## src/rtl/if_stage_if.sv

```systemverilog
// if_stage_if: instruction-memory, redirect and IF/ID handshake bundle for if_stage
interface if_stage_if;
   logic        imem_req_valid;
   logic [31:0] imem_req_addr;
   logic        imem_req_ready;
   logic        imem_resp_valid;
   logic [31:0] imem_resp_data;
   logic        redirect_valid;
   logic [31:0] redirect_pc;
   logic        id_valid;
   logic        id_ready;
   logic [31:0] id_instruction;
   logic [31:0] id_pc;
   logic [31:0] id_pc_plus4;
   modport master (
      output imem_req_valid, imem_req_addr, id_valid, id_instruction, id_pc, id_pc_plus4,
      input  imem_req_ready, imem_resp_valid, imem_resp_data, redirect_valid, redirect_pc, id_ready
   );
   modport slave (
      input  imem_req_valid, imem_req_addr, id_valid, id_instruction, id_pc, id_pc_plus4,
      output imem_req_ready, imem_resp_valid, imem_resp_data, redirect_valid, redirect_pc, id_ready
   );
endinterface

```

## src/rtl/if_stage.sv

```systemverilog
// if_stage: RV32I fetch stage, one outstanding imem request, IF/ID register plus one-entry skid; IF_MISALIGN_FAULT_EN adds fetch_fault
module if_stage #(
   parameter logic [31:0] RESET_PC = 32'h0000_0000
) (
   input  logic clk,
   input  logic rst,
`ifdef IF_MISALIGN_FAULT_EN
   output logic fetch_fault,
`endif
   if_stage_if.master bus
);
   localparam logic [1:0] REQ = 2'd0, WAIT = 2'd1, DROP = 2'd2;
   logic [1:0]  state;
   logic [31:0] pc, fetch_pc, skid_instr, skid_pc, target;
   logic        skid_valid, fault, accept, resp, consume;
   assign target = {bus.redirect_pc[31:2], 2'b00};
   assign bus.imem_req_valid = !rst && state == REQ && !skid_valid && !fault;
   assign bus.imem_req_addr = pc;
   assign accept = bus.imem_req_valid && bus.imem_req_ready;
   assign resp = state == WAIT && bus.imem_resp_valid;
   assign consume = bus.id_valid && bus.id_ready;
`ifdef IF_MISALIGN_FAULT_EN
   // a misaligned redirect target latches a sticky fault that halts fetching
   always_ff @(posedge clk or posedge rst)
      if (rst) fault <= 1'b0;
      else if (bus.redirect_valid && bus.redirect_pc[1:0] != 2'b00) fault <= 1'b1;
   assign fetch_fault = fault;
`else
   logic unused_low;
   assign unused_low = ^bus.redirect_pc[1:0];
   assign fault = 1'b0;
`endif
   // request FSM and PC; an outstanding request hit by a redirect is drained in DROP
   always_ff @(posedge clk or posedge rst)
      if (rst) begin
         state <= REQ;
         pc <= RESET_PC;
         fetch_pc <= RESET_PC;
      end else if (bus.redirect_valid) begin
         pc <= target;
         state <= state == REQ ? (accept ? DROP : REQ) : (bus.imem_resp_valid ? REQ : DROP);
      end else begin
         if (accept) begin
            fetch_pc <= pc;
            pc <= pc + 32'd4;
         end
         state <= accept ? WAIT : (state != REQ && bus.imem_resp_valid) ? REQ : state;
      end
   // IF/ID register with skid: responses go straight to IF/ID when it can move, else park in skid
   always_ff @(posedge clk or posedge rst)
      if (rst) begin
         bus.id_valid <= 1'b0;
         bus.id_instruction <= 32'h0000_0013;
         bus.id_pc <= 32'd0;
         bus.id_pc_plus4 <= 32'd0;
         skid_valid <= 1'b0;
         skid_instr <= 32'd0;
         skid_pc <= 32'd0;
      end else if (bus.redirect_valid) begin
         bus.id_valid <= 1'b0;
         skid_valid <= 1'b0;
      end else if (resp && (!bus.id_valid || bus.id_ready)) begin
         bus.id_valid <= 1'b1;
         bus.id_instruction <= bus.imem_resp_data;
         bus.id_pc <= fetch_pc;
         bus.id_pc_plus4 <= fetch_pc + 32'd4;
      end else if (resp) begin
         skid_valid <= 1'b1;
         skid_instr <= bus.imem_resp_data;
         skid_pc <= fetch_pc;
      end else if (consume) begin
         bus.id_valid <= skid_valid;
         skid_valid <= 1'b0;
         if (skid_valid) begin
            bus.id_instruction <= skid_instr;
            bus.id_pc <= skid_pc;
            bus.id_pc_plus4 <= skid_pc + 32'd4;
         end
      end
endmodule

```

## src/flat_wrapper.sv

```systemverilog
// flat-port wrapper written by rule: the top's interface ports become plain ports
module if_stage_flat 
#(
   parameter logic [31:0] RESET_PC = 32'h0000_0000
)
  (clk, rst, bus_imem_req_valid, bus_imem_req_addr, bus_id_valid, bus_id_instruction, bus_id_pc, bus_id_pc_plus4, bus_imem_req_ready, bus_imem_resp_valid, bus_imem_resp_data, bus_redirect_valid, bus_redirect_pc, bus_id_ready);
  if_stage_if bus_i ();
  input  logic clk;
  input  logic rst;
  output wire logic [$bits(bus_i.imem_req_valid)-1:0] bus_imem_req_valid;
  output wire logic [$bits(bus_i.imem_req_addr)-1:0] bus_imem_req_addr;
  output wire logic [$bits(bus_i.id_valid)-1:0] bus_id_valid;
  output wire logic [$bits(bus_i.id_instruction)-1:0] bus_id_instruction;
  output wire logic [$bits(bus_i.id_pc)-1:0] bus_id_pc;
  output wire logic [$bits(bus_i.id_pc_plus4)-1:0] bus_id_pc_plus4;
  input wire logic [$bits(bus_i.imem_req_ready)-1:0] bus_imem_req_ready;
  input wire logic [$bits(bus_i.imem_resp_valid)-1:0] bus_imem_resp_valid;
  input wire logic [$bits(bus_i.imem_resp_data)-1:0] bus_imem_resp_data;
  input wire logic [$bits(bus_i.redirect_valid)-1:0] bus_redirect_valid;
  input wire logic [$bits(bus_i.redirect_pc)-1:0] bus_redirect_pc;
  input wire logic [$bits(bus_i.id_ready)-1:0] bus_id_ready;
  assign bus_imem_req_valid = bus_i.imem_req_valid;
  assign bus_imem_req_addr = bus_i.imem_req_addr;
  assign bus_id_valid = bus_i.id_valid;
  assign bus_id_instruction = bus_i.id_instruction;
  assign bus_id_pc = bus_i.id_pc;
  assign bus_id_pc_plus4 = bus_i.id_pc_plus4;
  assign bus_i.imem_req_ready = bus_imem_req_ready;
  assign bus_i.imem_resp_valid = bus_imem_resp_valid;
  assign bus_i.imem_resp_data = bus_imem_resp_data;
  assign bus_i.redirect_valid = bus_redirect_valid;
  assign bus_i.redirect_pc = bus_redirect_pc;
  assign bus_i.id_ready = bus_id_ready;
  if_stage #(.RESET_PC(RESET_PC)) u_core (.clk(clk), .rst(rst), .bus(bus_i));
endmodule
```

## config.mk

```make
export PLATFORM = sky130hd
export DESIGN_NAME = if_stage_flat
export DESIGN_NICKNAME = d
export VERILOG_FILES = /design/src/rtl/if_stage_if.sv /design/src/rtl/if_stage.sv /design/src/flat_wrapper.sv
export SDC_FILE = /design/constraint.sdc
export NUM_CORES = 1
export LEC_CHECK = 0
export CELL_PAD_IN_SITES_DETAIL_PLACEMENT = 0
export CELL_PAD_IN_SITES_GLOBAL_PLACEMENT = 1
export CORE_MARGIN = 2
export CORE_UTILIZATION = 40
export CTS_CLUSTER_DIAMETER = 120
export DETAILED_ROUTE_END_ITERATION = 8
export GPL_TIMING_DRIVEN = 1
export HOLD_SLACK_MARGIN = 0.02
export PLACE_DENSITY_LB_ADDON = 0.1
export SYNTH_ARGS = -nofsm -noshare
export SYNTH_HDL_FRONTEND = slang
export SYNTH_SLANG_ARGS = --single-unit
```

## constraint.sdc

```tcl
create_clock -name clk -period 10.1 [get_ports clk]
set_input_delay 2.02 -clock clk [delete_from_list [all_inputs] [get_ports clk]]
set_output_delay 2.02 -clock clk [all_outputs]
set_load 0.03 [all_outputs]
```

## Word level (Yosys, flattened, before mapping)

Cells that the tools add are included.

- Flip-flop bits (word level): 228
- Input port bits: 70
- Output and inout port bits: 130
- Logic and storage cells: 71

- Add/subtract/negate cells: 3
- Eq/ne operators: 4
- Mux-type cells: 28
- Bitwise gates (word level): 2
- Reduce and logical (&&, ||, !) cells: 24

Operators with widths:

| operator | count |
|---|---|
| $mux 32 | 14 |
| $add 32x3->32 const B | 3 |
| $mux 2 | 6 |
| $reduce_bool 3->1 | 3 |
| $mux 1 | 8 |
| $reduce_bool 2->1 | 4 |
| $logic_and 1x1->1 | 7 |
| $reduce_and 2->1 | 3 |
| $ne 2x2->1 const B | 2 |
| $reduce_and 4->1 | 1 |
| $logic_not 1->1 | 3 |
| $ne 3x3->1 const B | 1 |
| $reduce_and 3->1 | 1 |
| $eq 2x1->1 const B | 1 |
| $logic_not 2->1 | 1 |
| $not 1->1 | 2 |
| $logic_or 1x1->1 | 1 |

## Longest topological paths before layout

Gate-level depths: netlist of run 1.

- Depth after elaboration: 7
- Gate-level depth with buffers: 16

## Worst setup path before layout of run 1

No wires, ideal clock.

- Path type: input-to-reg
- Start point: input bus_id_ready
- End point: register u_core.bus.id_pc_plus4[30]
- Setup time: 0.095 ns
- Arrival: 4.922 ns
- Path slack: 5.083 ns
- Cell stages on the path: 16
- Path buffers: 5
- Cells stage by stage: nand2b_1 > buf_2 > nand2_8 > buf_2 > clkbuf_1 > clkbuf_1 > nand2_1 > nand2_1 > ha_1 > nand2_1 > nor2_1 > a31oi_2 > or3b_1 > buf_2 > o31a_1 > o31ai_1

- Word-level cells in the longest chain between the ends: 4
- Elaborated cells between the ends (all ways): 8

RTL lines:

| item | line | text |
|---|---|---|
| from (decl) | flat_wrapper.sv:21 | `input wire logic [$bits(bus_i.id_ready)-1:0] bus_id_ready;` |
| $logic_or 1x1->1 | if_stage.sv:62 | `end else if (resp && (!bus.id_valid \|\| bus.id_ready)) begin` |
| $logic_and 1x1->1 | if_stage.sv:62 |  |
| $ne 2x2->1 (no line) / $reduce_bool 2->1 (equally long branches) | - |  |
| $reduce_and 4->1 (no line) | - |  |
| to (signal assigned) | if_stage.sv:66 | `bus.id_pc_plus4 <= fetch_pc + 32'd4;` |
| to (signal assigned) | if_stage.sv:77 | `bus.id_pc_plus4 <= skid_pc + 32'd4;` |
| to (decl) | if_stage_if.sv:16 | `output imem_req_valid, imem_req_addr, id_valid, id_instruction, id_pc, id_pc_plus4,` |

Parallel ways exist; a longest one is shown, timed or not.
A chain may end at the register's enable or synchronous reset.

## Final worst setup path of run 1

- Start point: input bus_imem_resp_valid
- End point: register u_core.bus.id_pc_plus4[30]

- Word-level cells in the longest chain between the ends: 4
- Elaborated cells between the ends (all ways): 7

RTL lines:

| item | line | text |
|---|---|---|
| from (decl) | flat_wrapper.sv:17 | `input wire logic [$bits(bus_i.imem_resp_valid)-1:0] bus_imem_resp_valid;` |
| $logic_and 1x1->1 (*) | if_stage.sv:20 | `assign resp = state == WAIT && bus.imem_resp_valid;` |
| $logic_and 1x1->1 | if_stage.sv:62 |  |
| $ne 2x2->1 (no line) / $reduce_bool 2->1 (equally long branches) | - |  |
| $reduce_and 4->1 (no line) | - |  |

Mark *: on every way between the ends. The rest lies on a longest branch, timed or not.

==> reports/metrics.cfg, run 1 <==
[run_status]
status=completed

[yosys]
synth_area_um2=10200
avgSynthCellArea_um2=10.4
synth-main-ff-cell=dfrtp_1
netlist_instances=982
synth_top_cell_area_share_pct=52.9
synth_edf_count=0
synth_top_area_cell=dfrtp_1
yosys_warnings=0
async_flop_share_pct=100
ys_top_cells_by_area=dfrtp_1, mux2_2, nand2_1
synth_seq_area_share_pct=53.7
synth.distinct_cells=50
synth_seq_cells=218

[timing]
fin_tns_setup_ps=0
worstMarginPinSlew_ps=1000
fmax_mhz=174
finalMaxSlewViolations=0
grt_setup_unrepaired=no
hold_viol_final=0
clock_skew_ps=10.4
setup_viol=0
fin_crit_ps=5760
fin_crit_sh_pct=57.1
relSlewSlack_pct=33.2

[placement]
place_inst=1450
place_area_um2=12300
portBuffers=191
dp_hpwl_um=17100
gp_congestion=0.832

[clock_network]
postCtsHoldBufs=0
clockBufferDepth=3
cts_buffers=24
clk_pin_slew_ps=60
clk_latency_ps=510
numClockSinks=218
cts.repair.resized=0
clockRootBuffer=clkbuf_16
cts_tree=built
htreeDepth=1
cts_setup_buffers=0

[setup_path]
r2r-start=u_core.state[1]
crit_chain=clkdlybuf4s50_1 > nand3b_1 > nor2_4 > buf_4 > nand2_1 > nand2_1 > ha_1 > nand2_1 > nor2_1 > a31oi_2 > or3b_1 > o31a_1 > o31ai_1
crit_slowest_cell=nor2_4
r2r_end=u_core.bus.id_pc_plus4[30]
cp.required_ps=10520
worst_path_most_repeated_cell=nand2_1
cp.arrival_ps=6180
endpoint_kind=register
crit_path_max_fanout=35
crit_type=input pin to register
worstRegToRegCells=12
r2r_setup_slack_ps=5840
cpPeakStageDelay_ps=640
worstSetupStartpointType=input pin

[final_layout]
finalNetCount=1218
drive_gt1_share_pct=13.2
diodes=0
final_util_pct=52.6
stdcell_count=1493
ff_latch_area_um2=5460
fillCellCount=2371
syn_to_final_growth_pct=29.8
multi_input_area_um2=4450
postLayoutCellArea_um2=13200

[floorplan]
core_um2=25100
io_pins=200
core.rowCount=58
start_util_pct=40.5
die_x_um=163
dieArea_um2=26700
dieHeight_um=163

[power_and_ir_drop]
ir_worst_vdd_mv=0.168
power_leakage_nw=5.60
power.density_nw_per_um2=217
power_mw=2.87

[global_route]
grt_max_degree=149
grt_pass1_vias=7234
grt_pass1_wl_um=40900
antenna_found_initial=0
overflow=0
grt_usage_pct=19.1

[routing]
drc_errors=0
first_pass_iters=5
dr_total_vias=7754
drtIter0Drc=609
postRouteAntennaNets=0
avgViaCountPerCell=5.19
routedWlPerCell_um=17.2
routed_wl_um=25700

[min_path]
min-delay-start=u_core.bus.id_pc[19]
hold_path.class=register to register
hold_path_depth=2
holdPathEnd=u_core.bus.id_pc[19]

[run]
drv_cap=0

-- routing by layer --
layer  routed length (um)  vias to the layer above  track usage, %
met2                10600                      220            27.0
met1                13200                     3738            30.7
met4                  308                        0            3.19
li1                     -                     3770               -
met3                 1530                       26            3.38
met5                    0                        -               0
-- synth_stat cells (2+ instances only) --
library cell,n
ha_1,2
nand4_1,33
mux2_2,94
and2_1,4
o21a_1,3
buf_4,6
dfrtp_1,215
xnor2_1,27
a21oi_1,31
o31a_1,2
and4_1,10
o31ai_1,6
mux2i_1,25
or3_1,2
inv_1,4
nand2b_1,2
dfstp_2,3
nor3_1,14
a31oi_1,39
o211ai_1,2
nor2_1,77
clkbuf_1,38
buf_2,9
o21ai_0,65
and3_1,11
nand3_1,16
xor2_1,30
buf_1,10
o2111a_1,3
nand2_1,170
nor4_1,10
-- worst max-delay path, delay by kind of cell --
family                   cells  cell delay (ps)
AO/OA/AOI/OAI                3              760
adder cells (fa/ha/maj)      1              290
buffers and inverters        2             1000
AND/OR/NAND/NOR              7             2100
-- worst max path at each step --
stage                        start                             to  slack (ps)  cells after the start
2_1_floorplan                  rst  u_core.bus.id_instruction[10]        2120                      1
3_3_place_gp   bus_imem_resp_valid     u_core.bus.id_pc_plus4[30]        3880                     13
3_5_place_dp   bus_imem_resp_valid     u_core.bus.id_pc_plus4[30]        3850                     13
4_1_cts                        rst             bus_imem_req_valid        4370                      3
5_1_grt        bus_imem_resp_valid     u_core.bus.id_pc_plus4[30]        4000                     13
6_report       bus_imem_resp_valid     u_core.bus.id_pc_plus4[30]        4340                     13
-- logic make-up after synthesis --
family	Yosys count	synth area share [%]
other	1	0.0369
AO/OA/AOI/OAI	156	8.87
AND/OR/NAND/NOR	360	16.5
XOR/XNOR	57	4.91
flip-flops	218	53.7
multiplexers	119	12.9
adder cells (fa/ha/maj)	2	0.246
buffers and inverters	69	2.95
-- where the power goes --
group          switching (mW)  leakage [nW]  internal (mW)
logic                   0.396          2.36          0.314
registers               0.149          2.80           1.03
clock network           0.355         0.438          0.626
-- metrics by stage --
stage	hold WS, ps	setup WS [ps]
after detailed placement	473	3850
after global placement	465	3880
after floorplan	478	2120
after CTS	486	4370
after global routing	497	4000
final	478	4340
-- cell type report --
class,count,share of cell area (%)
tap,330,3.13
timing repair buffer,197,14.8
sequential,218,41.4
clock buffer,31,5.14
multi-input combinational,700,33.7
clock inverter,12,1.64
inverter,5,0.199
-- state kept, by name (all words and copies together), names as in the netlist --
signal,cells
u_core.skid_pc,30
u_core.fetch_pc,30
u_core.bus.id_pc_plus4,30
u_core.bus.id_pc,30
u_core.skid_valid,1
u_core.bus.id_instruction,32
u_core.state,2
u_core.skid_instr,32
u_core.bus.imem_req_addr,30
u_core.bus.id_valid,1
-- placed cells by master (no fill, tap or decap), types with 25 or more instances in the layout --
cell,n
clkdlybuf4s50_1,190
a31oi_1,39
nand2_1,170
o21ai_0,65
a21oi_1,31
mux2i_1,25
xnor2_1,27
mux2_2,94
nand4_1,33
clkbuf_16,25
nor2_1,77
xor2_1,30
dfrtp_1,215
No activity file was read; power rests on OpenSTA's default activity.
==> run 2, diff against run 1 <==
--- a/config.mk
+++ b/config.mk
@@ -8,7 +8,7 @@
 export CELL_PAD_IN_SITES_DETAIL_PLACEMENT = 0
 export CELL_PAD_IN_SITES_GLOBAL_PLACEMENT = 1
 export CORE_MARGIN = 2
-export CORE_UTILIZATION = 40
+export CORE_UTILIZATION = 36
 export CTS_CLUSTER_DIAMETER = 120
 export DETAILED_ROUTE_END_ITERATION = 8
 export GPL_TIMING_DRIVEN = 1
==> constraint.sdc (replaced) <==
create_clock -name clk -period 5.1 [get_ports clk]
set_input_delay 1.02 -clock clk [delete_from_list [all_inputs] [get_ports clk]]
set_output_delay 1.02 -clock clk [all_outputs]
set_load 0.03 [all_outputs]
==> run 2 against run 1 <==
  * Final cell count increased by 4.1%
  * Sequential power grew 97%
  * Core utilization fell by 4.4 points
  * Non-clock buffer count up 8
  * Power increased by 99%
  * Largest cell class unchanged
==> reports/metrics.cfg, run 2 (synthesis results as in run 1) <==
[floorplan]
dieArea_um2=29600  ; was 26700 um2
start_util_pct=36.6  ; was 40.5%
io_pins=200  ; unchanged
core_um2=27800  ; was 25100 um2
core.rowCount=61  ; was 58
die_x_um=172  ; was 163 um
dieHeight_um=172  ; was 163 um

[clock_network]
postCtsHoldBufs=0  ; unchanged
htreeDepth=1  ; unchanged
cts.repair.resized=0  ; unchanged
clk_pin_slew_ps=60  ; about the same
cts_buffers=26  ; was 24
numClockSinks=218  ; unchanged
cts_setup_buffers=0  ; unchanged
clockRootBuffer=clkbuf_16  ; unchanged
cts_tree=built  ; unchanged
clk_latency_ps=520  ; was 510 ps
clockBufferDepth=3  ; unchanged

[timing]
finalMaxSlewViolations=0  ; unchanged
worstMarginPinSlew_ps=916  ; was 1000 ps
grt_setup_unrepaired=no  ; unchanged
hold_viol_final=0  ; unchanged
clock_skew_ps=9.21  ; was 10.4 ps
fin_crit_sh_pct=73.8
fin_crit_ps=3760
fin_tns_setup_ps=0  ; unchanged
setup_viol=0  ; unchanged
setup_ws_ps=1340  ; was 4340 ps
fmax_mhz=266
relSlewSlack_pct=38.9  ; was 33.2%

[routing]
drtIter0Drc=547  ; was 609
postRouteAntennaNets=0  ; unchanged
first_pass_iters=5  ; unchanged
dr_total_vias=7686  ; was 7754
avgViaCountPerCell=4.95  ; was 5.19
routed_wl_um=26800  ; was 25700 um
routedWlPerCell_um=17.2  ; about the same
drc_errors=0  ; unchanged

[global_route]
grt_pass1_wl_um=42600  ; was 40900 um
grt_max_degree=84  ; was 149
antenna_found_initial=0  ; unchanged
grt_usage_pct=18.2  ; was 19.1%
overflow=0  ; unchanged
grt_pass1_vias=7438  ; was 7234

[placement]
dp_hpwl_um=18200  ; was 17100 um
place_ws_ps=792  ; was 3850 ps
place_inst=1506  ; was 1450
gp_congestion=0.790  ; was 0.832
portBuffers=191  ; unchanged

[min_path]
min-delay-start=u_core.bus.id_pc[19]  ; unchanged
hold_path.class=register to register  ; unchanged
hold_path_depth=2  ; unchanged
holdPathEnd=u_core.bus.id_pc[19]  ; unchanged

[setup_path]
cpPeakStageDelay_ps=510  ; was 640 ps
crit_type=input pin to register  ; unchanged
worst_path_most_repeated_cell=nand2_1  ; unchanged
crit_slowest_cell=or3b_1  ; was nor2_4
r2r-start=u_core.state[0]  ; was u_core.state[1]
crit_chain=clkdlybuf4s50_1 > nand2b_1 > nand2_8 > nand2_1 > nand2_1 > ha_1 > nand2_1 > nor2_1 > a31oi_2 > or3b_1 > o31a_1 > o31ai_1  ; was clkdlybuf4s50_1 > nand3b_1 > nor2_4 > buf_4 > nand2_1 > nand2_1 > ha_1 > nand2_1 > nor2_1 > a31oi_2 > or3b_1 > o31a_1 > o31ai_1
cp.required_ps=5530  ; was 10520 ps
r2r_setup_slack_ps=1890  ; was 5840 ps
worstRegToRegCells=11  ; was 12
crit_path_max_fanout=35  ; unchanged
endpoint_kind=register  ; unchanged
cp.arrival_ps=4190  ; was 6180 ps
r2r_end=u_core.bus.id_pc_plus4[30]  ; unchanged
worstSetupStartpointType=input pin  ; unchanged

[final_layout]
finalNetCount=1228  ; was 1218
reg_top3=u_core.bus.id_instruction (32), u_core.skid_instr (32)  ; unchanged
stdcell_count=1554  ; was 1493
syn_to_final_growth_pct=31.5  ; was 29.8%
mostFrequentLayoutCell=dfrtp_1  ; unchanged
drive_gt1_share_pct=13.9  ; was 13.2%
diodes=0  ; unchanged
layout_common_cells=dfrtp_1, clkdlybuf4s50_1, nand2_1, mux2_2, nor2_1  ; unchanged

[power_and_ir_drop]
power_leakage_nw=5.67  ; was 5.60 nW
ir_worst_vdd_mv=0.192  ; was 0.168 mV
power_mw=5.72  ; was 2.87 mW
power.density_nw_per_um2=428  ; was 217 nW/um2

[run_status]
status=completed  ; unchanged

[run]
drv_cap=0  ; unchanged

## run 2: worst max-delay path: cells and delay by family
| family | cells | cell delay, ps |
|---|---|---|
| fa+ha+maj | 1 | 280 |
| compound gates | 3 | 760 |
| buf+inv | 1 | 430 |
| simple gates | 7 | 1680 |
## run 2: layer usage
layer  up-vias  track usage (%)  part of all wire, %
li1       3782                -                    -
met1      3664             28.9                   52
met2       201             24.7                   40
met3        39             3.36                  5.8
met4         0             5.66                  2.3
met5         -                0                    0
## run 2: stage by stage
step	util, %	hold WS (ps)	area, um2
3_3_place_gp	44.8	464	12400
2_1_floorplan	-	478	10200
3_5_place_dp	44.8	472	12400
6_report	48.2	478	13400
5_1_grt	48.2	509	13400
4_1_cts	48.2	486	13400
## run 2: worst max path at each step
stage                     cells past startpoint         start                          to  slack [ps]
final                                        12  bus_id_ready  u_core.bus.id_pc_plus4[30]        1340
after global routing                         12  bus_id_ready  u_core.bus.id_pc_plus4[30]        1050
after CTS                                    12  bus_id_ready  u_core.bus.id_pc_plus4[30]        1320
after detailed placement                     12  bus_id_ready  u_core.bus.id_pc_plus4[30]         790
after global placement                       12  bus_id_ready  u_core.bus.id_pc_plus4[30]         840
after floorplan                              16  bus_id_ready  u_core.bus.id_pc_plus4[30]        1080
## run 2: report_power, final
part           total (mW)  leakage, nW  internal, mW  switching (mW)
clock                1.98        0.462          1.27           0.710
combinational        1.42         2.40         0.627           0.789
sequential           2.33         2.80          2.04           0.292
## run 2: cell type report
cell class	instances	area, um2
Fill cell	2685	14400
Sequential cell	218	5460
Multi-Input combinational cell	700	4450
Timing Repair Buffer	205	2040
Clock buffer	40	795
Tap cell	378	473
Clock inverter	8	140
Inverter	5	22.5
==> run 3, diff against run 2 <==
--- a/config.mk
+++ b/config.mk
@@ -8,7 +8,7 @@
 export CELL_PAD_IN_SITES_DETAIL_PLACEMENT = 0
 export CELL_PAD_IN_SITES_GLOBAL_PLACEMENT = 1
 export CORE_MARGIN = 2
-export CORE_UTILIZATION = 36
+export CORE_UTILIZATION = 40
 export CTS_CLUSTER_DIAMETER = 120
 export DETAILED_ROUTE_END_ITERATION = 8
 export GPL_TIMING_DRIVEN = 1
==> constraint.sdc (replaced) <==
create_clock -name clk -period 3.6 [get_ports clk]
set_input_delay 0.72 -clock clk [delete_from_list [all_inputs] [get_ports clk]]
set_output_delay 0.72 -clock clk [all_outputs]
set_load 0.03 [all_outputs]
==> run 3 against run 2 <==
  * Clock skew decreased by 0.55 ps
  * Core utilization increased by 5.0 points
  * Design area decreased by 0.32%
  * Via count increased by 1.7%
  * Die area decreased by 9.8%
  * Count of clock-buffer cells in the layout unchanged
  * Clock power increased by 21%
  * Sequential power increased by 42%
  * Sequential share of layout area increased by 0.13 points
  * Non-clock buffer count increased by 14
  * Critical endpoint is now bus_imem_req_valid
  * Largest power group unchanged
  * Highest routed layer unchanged
==> reports/metrics.cfg, run 3 (synthesis results as in run 1) <==
[clock_network]
numClockSinks=218  ; unchanged
cts.repair.resized=0  ; unchanged
clockBufferDepth=3  ; unchanged
postCtsHoldBufs=0  ; unchanged
clockRootBuffer=clkbuf_16  ; unchanged
clk_latency_ps=520  ; about the same
cts_buffers=24  ; was 26
cts_tree=built  ; unchanged
htreeDepth=1  ; unchanged
cts_setup_buffers=0  ; unchanged
clk_pin_slew_ps=60  ; about the same

[global_route]
antenna_found_initial=0  ; unchanged
grt_max_degree=60  ; was 84
grt_pass1_vias=7462  ; was 7438
grt_pass1_wl_um=42500  ; was 42600 um
grt_usage_pct=19.9  ; was 18.2%
overflow=0  ; unchanged

[placement]
portBuffers=191  ; unchanged
place_inst=1472  ; was 1506
dp_hpwl_um=18000  ; was 18200 um
place_area_um2=12600  ; was 12400 um2
gp_congestion=0.831  ; was 0.790

[setup_path]
r2r_end=u_core.bus.id_pc_plus4[30]  ; unchanged
worstRegToRegCells=11  ; unchanged
cpPeakStageDelay_ps=750  ; was 510 ps
worstSetupStartpointType=input pin  ; unchanged
crit_slowest_cell=clkdlybuf4s50_1  ; was or3b_1
r2r_setup_slack_ps=940  ; was 1890 ps
cp.arrival_ps=2320  ; was 4190 ps
crit_chain=clkdlybuf4s50_1 > nor4_4 > clkdlybuf4s50_1  ; was clkdlybuf4s50_1 > nand2b_1 > nand2_8 > nand2_1 > nand2_1 > ha_1 > nand2_1 > nor2_1 > a31oi_2 > or3b_1 > o31a_1 > o31ai_1
cp.required_ps=2880  ; was 5530 ps
worst_path_most_repeated_cell=clkdlybuf4s50_1  ; was nand2_1
r2r-start=u_core.state[1]  ; was u_core.state[0]
crit_path_max_fanout=5  ; was 35
crit_type=input pin to output port  ; was input pin to register
endpoint_kind=output port  ; was register

[final_layout]
reg_top3=u_core.bus.id_instruction (32), u_core.skid_instr (32)  ; unchanged
final_util_pct=53.1  ; was 48.2%
stdcell_count=1516  ; was 1554
mostFrequentLayoutCell=dfrtp_1  ; unchanged
postLayoutCellArea_um2=13300  ; was 13400 um2
syn_to_final_growth_pct=31.1  ; was 31.5%
layout_common_cells=dfrtp_1, clkdlybuf4s50_1, nand2_1, mux2_2, nor2_1  ; unchanged
finalNetCount=1240  ; was 1228
diodes=0  ; unchanged
drive_gt1_share_pct=14.5  ; was 13.9%

[power_and_ir_drop]
clkPwrFrac_pct=31.1  ; was 34.6%
p_comb_share_pct=26.1  ; was 24.7%
power_leakage_nw=5.69  ; was 5.67 nW
sequentialPowerShare_pct=42.8  ; was 40.7%
ir_worst_vdd_mv=0.307  ; was 0.192 mV
internal_power_mw=5.20  ; was 3.93 mW
power.density_nw_per_um2=578  ; was 428 nW/um2
switching_share_pct=32.6  ; was 31.3%
p_switching_mw=2.51  ; was 1.79 mW

[timing]
fmax_mhz=329
setup_viol=0  ; unchanged
finalMaxSlewViolations=0  ; unchanged
fin_crit_sh_pct=84.5
clock_skew_ps=8.66  ; was 9.21 ps
grt_setup_unrepaired=no  ; unchanged
fin_tns_setup_ps=0  ; unchanged
hold_slack_ps=476  ; was 478 ps
hold_viol_final=0  ; unchanged
relSlewSlack_pct=56.2  ; was 38.9%
fin_crit_ps=3040
worstMarginPinSlew_ps=652  ; was 916 ps

[routing]
drtIter0Drc=451  ; was 547
routedWlPerCell_um=17.1  ; was 17.2 um
postRouteAntennaNets=0  ; unchanged
first_pass_iters=5  ; unchanged
drc_errors=0  ; unchanged
routed_wl_um=26000  ; was 26800 um
avgViaCountPerCell=5.15  ; was 4.95
dr_total_vias=7813  ; was 7686

[floorplan]
dieArea_um2=26700  ; was 29600 um2
die_x_um=163  ; was 172 um
io_pins=200  ; unchanged
dieHeight_um=163  ; was 172 um
core_um2=25100  ; was 27800 um2
core.rowCount=58  ; was 61
start_util_pct=40.5  ; was 36.6%

[min_path]
hold_path_depth=2  ; unchanged
holdPathEnd=u_core.bus.id_pc_plus4[7]  ; was u_core.bus.id_pc[19]
min-delay-start=u_core.bus.id_pc_plus4[7]  ; was u_core.bus.id_pc[19]
hold_path.class=register to register  ; unchanged

[run]
drv_cap=0  ; unchanged

[run_status]
status=completed  ; unchanged

==> run 3: cell types whose count changed in the layout (fill, tap and decap cells not counted) <==
cell | before | now
buf_4 | 12 | 20
clkbuf_1 | 6 | 8
buf_12 | 2 | 8
bufinv_16 | 4 | 0
clkbuf_16 | 27 | 25
==> run 3: area by class of cell <==
class | count | area (um2)
inverter | 5 | 22.5
timing repair buffer | 219 | 2220
clock inverter | 4 | 20.0
tap | 330 | 413
multi-input combinational | 700 | 4450
fill | 2356 | 11800
clock buffer | 40 | 752
sequential | 218 | 5460
==> run 3: per-layer routing <==
layer  track usage, %  wire [um]  vias to the layer above
met2             27.7      10700                      220
met5                0          0                        -
met1             31.6      13200                     3754
met4             3.63        295                        0
met3             4.29       1780                       23
li1                 -          -                     3816
==> run 3: worst max-delay path: cells and delay by family <==
family	cells	cell delay, ps
buffers and inverters	2	1240
AND/OR/NAND/NOR	1	350
==> run 3: power groups by stage <==
stage	Combinational, mW	Sequential [mW]	Clock, mW
after floorplan	0.568	3.83	0
after global placement	2.02	3.33	0
after detailed placement	2.04	3.34	0
after CTS	2.04	3.30	2.47
after global routing	2.16	3.38	2.57
final	2.01	3.30	2.40
==> run 3: worst max path at each step <==
stage	slack (ps)	to	startpoint
after CTS	550	bus_imem_req_valid	rst
after floorplan	40	u_core.bus.id_instruction[10]	rst
after global routing	490	bus_imem_req_valid	rst
after global placement	250	u_core.bus.id_pc_plus4[30]	bus_id_ready
final	560	bus_imem_req_valid	rst
after detailed placement	210	u_core.bus.id_pc_plus4[30]	bus_imem_resp_valid
==> run 3: stage by stage <==
stage | setup slack [ps] | total power [mW]
floorplan | 42.3 | 4.40
global placement | 254 | 5.35
detailed placement | 213 | 5.38
CTS | 555 | 7.81
global route | 490 | 8.11
finish | 559 | 7.71
